<file path="src/rtl/lane_deserializer16.sv">
// Serial-to-parallel frame builder: packs DWIDTH-bit words into 16 lanes,
// zero-pads short frames and hands each frame off with valid/ready.
module lane_deserializer16 #(
    parameter int DWIDTH = 32,
    parameter int x      = 4
) (
    input  logic              clk,
    input  logic              rst,
    input  logic [DWIDTH-1:0] in_data,
    input  logic              in_valid,
    input  logic              in_last,
    output logic              in_ready,
    output logic [DWIDTH-1:0] out1,
    output logic [DWIDTH-1:0] out2,
    output logic [DWIDTH-1:0] out3,
    output logic [DWIDTH-1:0] out4,
    output logic [DWIDTH-1:0] out5,
    output logic [DWIDTH-1:0] out6,
    output logic [DWIDTH-1:0] out7,
    output logic [DWIDTH-1:0] out8,
    output logic [DWIDTH-1:0] out9,
    output logic [DWIDTH-1:0] out10,
    output logic [DWIDTH-1:0] out11,
    output logic [DWIDTH-1:0] out12,
    output logic [DWIDTH-1:0] out13,
    output logic [DWIDTH-1:0] out14,
    output logic [DWIDTH-1:0] out15,
    output logic [DWIDTH-1:0] out16,
    output logic [x:0]        out_count,
    output logic              out_valid,
    input  logic              out_ready
);

    localparam int LANES = 1 << x;
    localparam logic [0:0] FILL = 1'b0;
    localparam logic [0:0] FULL = 1'b1;

    logic [0:0]        state;
    logic [x-1:0]      idx;
    logic [x-1:0]      widx;
    logic [DWIDTH-1:0] lane [LANES];
    logic              accept;
    logic              present;
    logic              done;

    assign out_valid = (state == FULL);
    assign in_ready  = !out_valid || out_ready;
    assign accept    = in_valid && in_ready;
    assign present   = out_valid && out_ready;
    // A word accepted while a frame is being handed off always starts a new frame.
    assign widx      = out_valid ? '0 : idx;
    assign done      = in_last || (widx == {x{1'b1}});

    always_ff @(posedge clk) begin
        if (rst) begin
            state     <= FILL;
            idx       <= '0;
            out_count <= '0;
            for (int i = 0; i < LANES; i++) begin
                lane[i] <= '0;
            end
        end else if (accept) begin
            for (int i = 0; i < LANES; i++) begin
                if ((x)'(i) == widx) begin
                    lane[i] <= in_data;
                end else if (done && ((x)'(i) > widx)) begin
                    lane[i] <= '0;
                end
            end
            if (done) begin
                state     <= FULL;
                out_count <= {1'b0, widx} + {{x{1'b0}}, 1'b1};
                idx       <= '0;
            end else begin
                state <= FILL;
                idx   <= widx + 1'b1;
            end
        end else if (present) begin
            state <= FILL;
        end
    end

    assign out1  = lane[0];
    assign out2  = lane[1];
    assign out3  = lane[2];
    assign out4  = lane[3];
    assign out5  = lane[4];
    assign out6  = lane[5];
    assign out7  = lane[6];
    assign out8  = lane[7];
    assign out9  = lane[8];
    assign out10 = lane[9];
    assign out11 = lane[10];
    assign out12 = lane[11];
    assign out13 = lane[12];
    assign out14 = lane[13];
    assign out15 = lane[14];
    assign out16 = lane[15];

endmodule

</file>
<file path="config.mk">
export PLATFORM = sky130hd
export DESIGN_NAME = lane_deserializer16
export DESIGN_NICKNAME = d
export VERILOG_FILES = /design/src/rtl/lane_deserializer16.sv
export SDC_FILE = /design/constraint.sdc
export NUM_CORES = 1
export LEC_CHECK = 0
export ABC_CLOCK_PERIOD_IN_PS = 19500
export CORE_AREA = 2 2 219 221
export CTS_BUF_LIST = sky130_fd_sc_hd__clkbuf_2 sky130_fd_sc_hd__clkbuf_4 sky130_fd_sc_hd__clkbuf_8
export CTS_CLUSTER_SIZE = 20
export DETAILED_ROUTE_END_ITERATION = 6
export DIE_AREA = 0 0 221 223
export PLACE_DENSITY = 0.72
export REMOVE_ABC_BUFFERS = 1
export SYNTH_ARGS = -nofsm -noshare
export SYNTH_HDL_FRONTEND = slang
export SYNTH_SLANG_ARGS = --single-unit
</file>
<file path="constraint.sdc">
create_clock -name clk -period 19.5 [get_ports clk]
set_clock_uncertainty 0.15 [all_clocks]
set_input_delay 3.9 -clock clk [delete_from_list [all_inputs] [get_ports clk]]
set_output_delay 3.9 -clock clk [all_outputs]
set_load 0.05 [all_outputs]
</file>
## Word level (Yosys, flattened, before mapping)

Memory sizes are Yosys's and may differ from the RTL's.
Index checks and enable logic that the tools add are counted.

| cells by class | value |
|---|---|
| multiplexer cells | 183 |
| order comparisons | 16 |
| equality and inequality tests | 16 |
| bitwise operators | 32 |
| add/sub/neg operators | 2 |
| reductions and logical operators | 24 |

Operator list:

| operator | number |
|---|---|
| 32-bit two-way mux | 32 |
| 1-bit two-way mux | 149 |
| 4-bit == test, first input constant | 8 |
| 4-bit > comparator, first input constant | 8 |
| 1-bit OR | 32 |
| 1-bit logical AND | 18 |
| 3-bit by 4-bit == test with 1-bit output, first input constant | 4 |
| 3-bit by 4-bit > comparator with 1-bit output, first input constant | 4 |
| 2-bit by 4-bit == test with 1-bit output, first input constant | 2 |
| 1-bit by 4-bit > comparator with 1-bit output, first input constant | 2 |
| 2-bit by 4-bit > comparator with 1-bit output, first input constant | 2 |
| 4-bit two-way mux | 2 |
| 4-bit by 1-bit adder with 5-bit output, second input constant | 1 |
| 4-bit by 1-bit adder with 4-bit output, second input constant | 1 |
| 1-bit by 4-bit == test with 1-bit output, first input constant | 1 |
| 4-bit == test, second input constant | 1 |
| 4-bit logical NOT | 1 |
| 1-bit logical OR | 2 |
| 2-bit AND reduction | 1 |
| 2-bit nonzero test | 1 |
| 1-bit logical NOT | 1 |

| storage, ports and cells | value |
|---|---|
| memories kept | 1 |
| bits of input ports | 37 |
| logic and storage cells | 277 |
| bits in registers | 10 |
| RAM bits | 512 |
| output and inout port bits | 519 |

Memory list:

| memory | depth | bits a word | rd ports | clocked after memory_dff | wr ports | RTL line | source |
|---|---|---|---|---|---|---|---|
| lane | 16 | 32 | 16 | 0 | 16 | 41 | `logic [DWIDTH-1:0] lane [LANES];` |

## Depth between registers and ports, before layout

Gate-level depths: netlist of run 1.

| depth | value |
|---|---|
| depth in word-level cells | 10 |
| gate-level depth with buffers | 10 |
| mapped depth without buffers | 7 |

## Worst setup path after synthesis of run 1

Ideal clock, no wire load.

| timing | value |
|---|---|
| path kind | input-to-reg |
| from | in rst |
| to | mem lane[9][0], in the netlist lane[1][32], enable pin |
| setup time | 0.533 ns |
| stages | 4 |
| arrival | 8.170 ns |
| path slack | 10.647 ns |
| cell sequence | buf_2 and2b_1 o21ai_1 o311ai_0 |

RTL lines:

| what | RTL line | source |
|---|---|---|
| from (decl) | 8 | `input logic rst,` |
| to (decl) | 41 |  |

## Worst setup path after layout of run 1

| timing | value |
|---|---|
| from | in out_ready |
| to | out in_ready |

| between the ends | value |
|---|---|
| cells in the longest elaborated chain, start to end | 1 |

Ends and longest elaborated chain:

| what | RTL line | source |
|---|---|---|
| from (decl) | 31 | `input logic out_ready` |
| 1-bit logical OR | 47 | `assign in_ready = !out_valid \|\| out_ready;` |
| to (decl) | 12 | `output logic in_ready,` |

Every way passes these cells.

==> impl_metrics.tcl, run 1 <==
set metrics [dict create \
    status "completed" \
    port_buffers 555 \
    arrival_ns 5.61 \
    hold_class "reg -> reg" \
    vias_per_cell 5.26 \
    place.gp.congestion 0.837 \
    setup_viol 0 \
    reg2reg_depth 7 \
    synthFlopType "edfxtp_1" \
    routed_wl_um 65100 \
    r2r_end "lane[1][76]$_SDFFCE_PP0P_" \
    use_met2_pct 42.7 \
    yosysWarnings 0 \
    cellLeakagePower_nw 10.5 \
    htree_levels 3 \
    initial_core_util_pct 41.9 \
    power_density_nw_per_um2 101 \
    syn_inst 1294 \
    fp.dieH_um 223 \
    grt_pass1_wl_um 91200 \
    crit_type "in -> out" \
    p_switching_mw 0.830 \
    worstPathMaxFanout 7 \
    row_count 80 \
    grtUsageTotal_pct 25.9 \
    synth_seq_cells 522 \
    synth.area.top_cells "edfxtp_1 78%, and2_1 8.1%, nor2_1 3.9%" \
    grt_overflow 0 \
    ant_nets 0 \
    clock_sinks 522 \
    hold_viol 0 \
    power_frac_clock_pct 33.1 \
    netlist.area_leader.share_pct 77.8 \
    maxSlewViolCount 0 \
    multi_input_area_um2 3800 \
    slew_headroom_pct 13.1 \
    async_reset_ff_share_pct 0 \
    seqPwrFrac_pct 48.3 \
    rrSetupSlack_ns 15.07 \
    fin_setup_tns_ns 0 \
    die-area_um2 49300 \
    required_ns 15.45 \
    grt.busiest_layer "met2" \
    cts_tree "built" \
    detail_route.first_pass.iterations 5 \
    die_x_um 221 \
    drv_cap 0 \
    grt_max_degree 43 \
    io_pins 556 \
    wire_per_inst_um 25.8 \
    cts-resized-gates 0 \
    cts.path.max_buffers 3 \
    tightestPinTransition_ns 1.30 \
    peakVddDrop_mv 0.0791 \
    p_int_mw 1.93 \
    register_area_um2 15600 \
    yosysUniqueCellTypes 61 \
    clk_latency_ns 0.67 \
    rsz0062_at_grt "false" \
    grtUsageMet3_pct 8.14 \
    min_path_cells 2 \
    worstHoldStart "out_count[1]$_SDFFE_PP0P_" \
    vias 13265 \
    dp_hpwl_um 42000 \
    synth_area_um2 19800 \
    drc_errors 0 \
    synth_enable_flop_cells 512 \
    power_frac_comb_pct 18.6 \
    use_met1_pct 32.1 \
    cts_buffers 83 \
    clk_pin_slew_ns 0.06 \
    hold_buffers 0 \
    drive_gt1_share_pct 9.62 \
    worstSetupStartpointType "input port" \
    yosysSeqAreaShare_pct 78.8 \
    fin_crit_sh_pct 49.6 \
    postCtsSetupBuffers 0 \
    min_period_ns 9.66 \
    worstHoldEndpoint "out_count[1]$_SDFFE_PP0P_" \
    whs_ns 0.357 \
    syn2layout_area_growth_pct 38.9 \
    fillers 3663 \
    grt_antenna_before_repair 0 \
    syn_avg_cell_area_um2 15.3 \
    clock-root-buffer "clkbuf_8" \
    endpoint_kind "primary output" \
    synth_area_leader_cell "edfxtp_1" \
    swShare_pct 30.0 \
    grt_pass1_vias 12985 \
    drt_iter0_drc 1192 \
    reg2reg_from "out_valid$_SDFFE_PP0P_" \
    nNetsFinal 1882 \
    max_freq_mhz 103 \
    core_um2 47100 \
]
[synth_stat cells (2+ instances only)]
library cell    n
xnor2_1         3
nor3_4          2
and3_1         65
o31ai_1         2
ha_1            2
and2_1        257
a211o_1         3
clkbuf_1       60
buf_2          18
nand3_1         5
a21oi_1        12
edfxtp_1      512
nand2b_1        3
nor2_2          3
o21ai_0         9
mux2i_1         2
a32oi_1         2
inv_1           4
nor2_1        204
nor2b_1         3
and2b_1         2
dfxtp_1        10
or4_1           2
buf_6           5
clkbuf_2       17
buf_4           7
nor3_1          3
nand2_1        44
[worst max-delay path: stages]
cell	delay (ns)
clkdlybuf4s50_1	0.51
nand2b_1	0.33
clkdlybuf4s50_1	0.87
[registers in the layout, indices dropped and copies added (netlist names)]
register   count
idx            4
lane         512
out_valid      1
out_count      5
[per-stage QoR]
| step | power [mW] | setup slack (ns) | utilization (%) | instances | cell area, um2 |
|---|---|---|---|---|---|
| 3_5_place_dp | 1.87 | 9.85 | 54.8 | 2373 | 25800 |
| 5_1_grt | 2.83 | 9.80 | 58.2 | 2518 | 27400 |
| 3_3_place_gp | 1.86 | 9.88 | 54.8 | 2373 | 25800 |
| 2_1_floorplan | 1.66 | 10.80 | - | 1187 | 19300 |
| 6_report | 2.76 | 9.84 | 58.2 | 2522 | 27400 |
| 4_1_cts | 2.77 | 9.84 | 58.2 | 2518 | 27400 |
[power groups by stage]
stage	Clock [mW]	Sequential (mW)	Combinational (mW)
after global placement	0	1.35	0.511
final	0.914	1.33	0.515
after floorplan	0	1.61	0.0496
after CTS	0.925	1.33	0.515
after global routing	0.966	1.34	0.526
after detailed placement	0	1.36	0.514
[layout make-up]
| type | count | area share, % |
|---|---|---|
| Antenna cell | 4 | 0.0365 |
| Clock buffer | 114 | 5.10 |
| Clock inverter | 31 | 0.670 |
| Inverter | 6 | 0.0821 |
| Multi-Input combinational cell | 659 | 13.9 |
| Sequential cell | 522 | 56.8 |
| Tap cell | 615 | 2.80 |
| Timing Repair Buffer | 571 | 20.7 |
[kinds of logic after synthesis]
family          after synthesis  synth area share [%]
simple gates                609                  16.5
buf+inv                     113                  2.69
xor+xnor                      3                 0.133
flops                       522                  78.8
mux                           2                 0.101
compound gates               43                  1.61
fa+ha+maj                     2                 0.127
[per-layer routing]
| metal | share of wire (%) | up-vias | wire, um |
|---|---|---|---|
| met1 | 37 | 6639 | 24300 |
| met3 | 11 | 141 | 7190 |
| li1 | - | 5645 | - |
| met4 | 3.2 | 0 | 2060 |
| met2 | 48 | 840 | 31500 |
| met5 | 0 | - | 0 |
[worst max path at each step]
stage,start,endpoint
3_5_place_dp,out_ready,in_ready
6_report,out_ready,in_ready
3_3_place_gp,out_ready,in_ready
2_1_floorplan,rst,lane[1][32]$_SDFFCE_PP0P_
4_1_cts,out_ready,in_ready
5_1_grt,out_ready,in_ready
[cell usage in the layout (no fill, tap or decap), types with 10 or more instances in the layout]
master and count:
a21oi_1 12, and2_1 257, and3_1 65, buf_4 16, clkbuf_4 27, clkbuf_8 87, clkdlybuf4s50_1 555, clkinv_1 21
dfxtp_1 10, edfxtp_1 512, nand2_1 42, nor2_1 201
(Power assumes the default switching activity.)
==> run 2, diff against run 1 <==
ABC_CLOCK_PERIOD_IN_PS = 8100   (was 19500)
PLACE_DENSITY = 0.75   (was 0.72)
clock period = 8.1 ns   (was 19.5 ns; I/O delays follow)
==> impl_metrics.tcl, run 2 (synthesized netlist as in run 1, its figures left out) <==
set metrics [dict create \
    fin_crit_sh_pct 63.0 \
    die_x_um 221 \
    min_path_cells 1 \
    cellLeakagePower_nw 10.5 \
    fillers 3644 \
    nNetsFinal 1885 \
    design_area_um2 27400 \
    power_frac_clock_pct 33.2 \
    grt_max_degree 44 \
    rrSetupSlack_ns 3.98 \
    ant_nets 0 \
    dpl-instance-area_um2 25800 \
    final_common_cell "clkdlybuf4s50_1" \
    row_count 80 \
    hold_buffers 0 \
    drive_gt1_share_pct 9.72 \
    syn2layout_area_growth_pct 38.8 \
    grt_antenna_before_repair 7 \
    max_freq_mhz 196 \
    grtUsageTotal_pct 25.3 \
    htree_levels 3 \
    clock_sinks 522 \
    place.gp.congestion 0.811 \
    power_density_nw_per_um2 242 \
    grt_overflow 0 \
    top_regs "lane (512), out_count (5), idx (4)" \
    clk_latency_ns 0.65 \
    worstHoldEndpoint "out_count[3]$_SDFFE_PP0P_" \
    worstHoldStart "out_count[3]$_SDFFE_PP0P_" \
    setup_viol 0 \
    vias 13028 \
    reg2reg_from "out_valid$_SDFFE_PP0P_" \
    routed_wl_um 63500 \
    largest_register "lane" \
    cts_buffers 85 \
    cts-resized-gates 0 \
    die-area_um2 49300 \
    power_frac_comb_pct 18.4 \
    detail_route.first_pass.iterations 5 \
    io_pins 556 \
    drt_iter0_drc 1317 \
    clock-root-buffer "clkbuf_8" \
    grt_pass1_wl_um 90700 \
    required_ns 6.33 \
    postCtsSetupBuffers 0 \
    initial_core_util_pct 41.9 \
    drc_errors 0 \
    slew_headroom_pct 26.9 \
    peakVddDrop_mv 0.203 \
    maxSlewViolCount 0 \
    grt_pass1_vias 12965 \
    hold_viol 0 \
    wire_per_inst_um 25.2 \
    port_buffers 555 \
    cts_tree "built" \
    worstSetupStartpointType "input port" \
    dp_hpwl_um 41700 \
    fp.dieH_um 223 \
    swShare_pct 29.8 \
    tightestPinTransition_ns 1.10 \
    cts.path.max_buffers 3 \
    crit_type "in -> out" \
    arrival_ns 3.33 \
    hold_class "reg -> reg" \
    status "completed" \
    fin_setup_tns_ns 0 \
    largest_reg_flops 512 \
    drv_cap 0 \
    clk_pin_slew_ns 0.06 \
    reg2reg_depth 6 \
    rsz0062_at_grt "false" \
    r2r_end "lane[1][174]$_SDFFCE_PP0P_" \
    worstPathMaxFanout 7 \
    p_switching_mw 1.98 \
    seqPwrFrac_pct 48.5 \
    p_int_mw 4.66 \
    mostFrequentLayoutCells "555 x clkdlybuf4s50_1, 512 x edfxtp_1, 257 x and2_1, 201 x nor2_1, 87 x clkbuf_8" \
    endpoint_kind "primary output" \
    min_period_ns 5.10 \
    core_um2 47100 \
    vias_per_cell 5.17 \
]
## run 2: cell count changes in the layout (fill, tap and decap cells not counted)
cell	previous run	this run
nor2_2	1	5
diode_2	4	3
clkinv_2	6	7
buf_4	16	17
nor2_4	6	2
and2b_2	2	1
clkinv_1	21	19
clkbuf_4	27	29
clkinvlp_4	2	1
and2b_1	1	2
## run 2: through the flow
step | setup slack (ns) | power [mW] | util (%) | instances | hold slack (ns)
floorplan | 1.41 | 3.99 | - | 1187 | 0.378
global placement | 2.62 | 4.48 | 54.8 | 2374 | 0.319
detailed placement | 2.47 | 4.49 | 54.8 | 2374 | 0.368
CTS | 3.02 | 6.69 | 58.2 | 2519 | 0.382
global route | 2.90 | 6.83 | 58.2 | 2519 | 0.388
finish | 3.00 | 6.64 | 58.2 | 2522 | 0.381
## run 2: power by group through the flow
stage / Combinational, mW / Clock, mW / Sequential (mW)
after global routing: 1.25 / 2.35 / 3.23
after global placement: 1.21 / 0 / 3.27
final: 1.22 / 2.20 / 3.22
after floorplan: 0.119 / 0 / 3.87
after CTS: 1.22 / 2.24 / 3.22
after detailed placement: 1.22 / 0 / 3.27
## run 2: cell type report
type	instances	area [um2]	area share (%)
Multi-Input combinational cell	659	3780	13.8
Timing Repair Buffer	572	5680	20.7
Inverter	6	22.5	0.0821
Clock inverter	29	174	0.634
Sequential cell	522	15600	56.8
Antenna cell	3	7.51	0.0274
Clock buffer	116	1420	5.16
Tap cell	615	769	2.81
## run 2: metal layers
layer / share of wire, % / global-route usage [%] / up-vias
met5: 0 / 0 / -
met4: 2.6 / 7.77 / 0
met3: 11 / 7.90 / 106
met2: 48 / 41.1 / 811
met1: 39 / 32.5 / 6481
li1: - / - / 5630
## run 2: worst max-delay path, cell delays in order
cell and delay [ns]:
clkdlybuf4s50_1 0.50, nand2b_1 0.30, clkdlybuf4s50_1 0.90
## run 2: worst max-delay path by stage
| stage | startpoint | end | slack (ns) | cells after the start |
|---|---|---|---|---|
| floorplan | out_valid$_SDFFE_PP0P_ | lane[1][32]$_SDFFCE_PP0P_ | 1.41 | 5 |
| global placement | rst | lane[0][58]$_SDFFCE_PP0P_ | 2.62 | 6 |
| detailed placement | rst | lane[0][58]$_SDFFCE_PP0P_ | 2.47 | 6 |
| CTS | out_ready | in_ready | 3.02 | 3 |
| global route | rst | lane[0][43]$_SDFFCE_PP0P_ | 2.90 | 6 |
| finish | out_ready | in_ready | 3.00 | 3 |
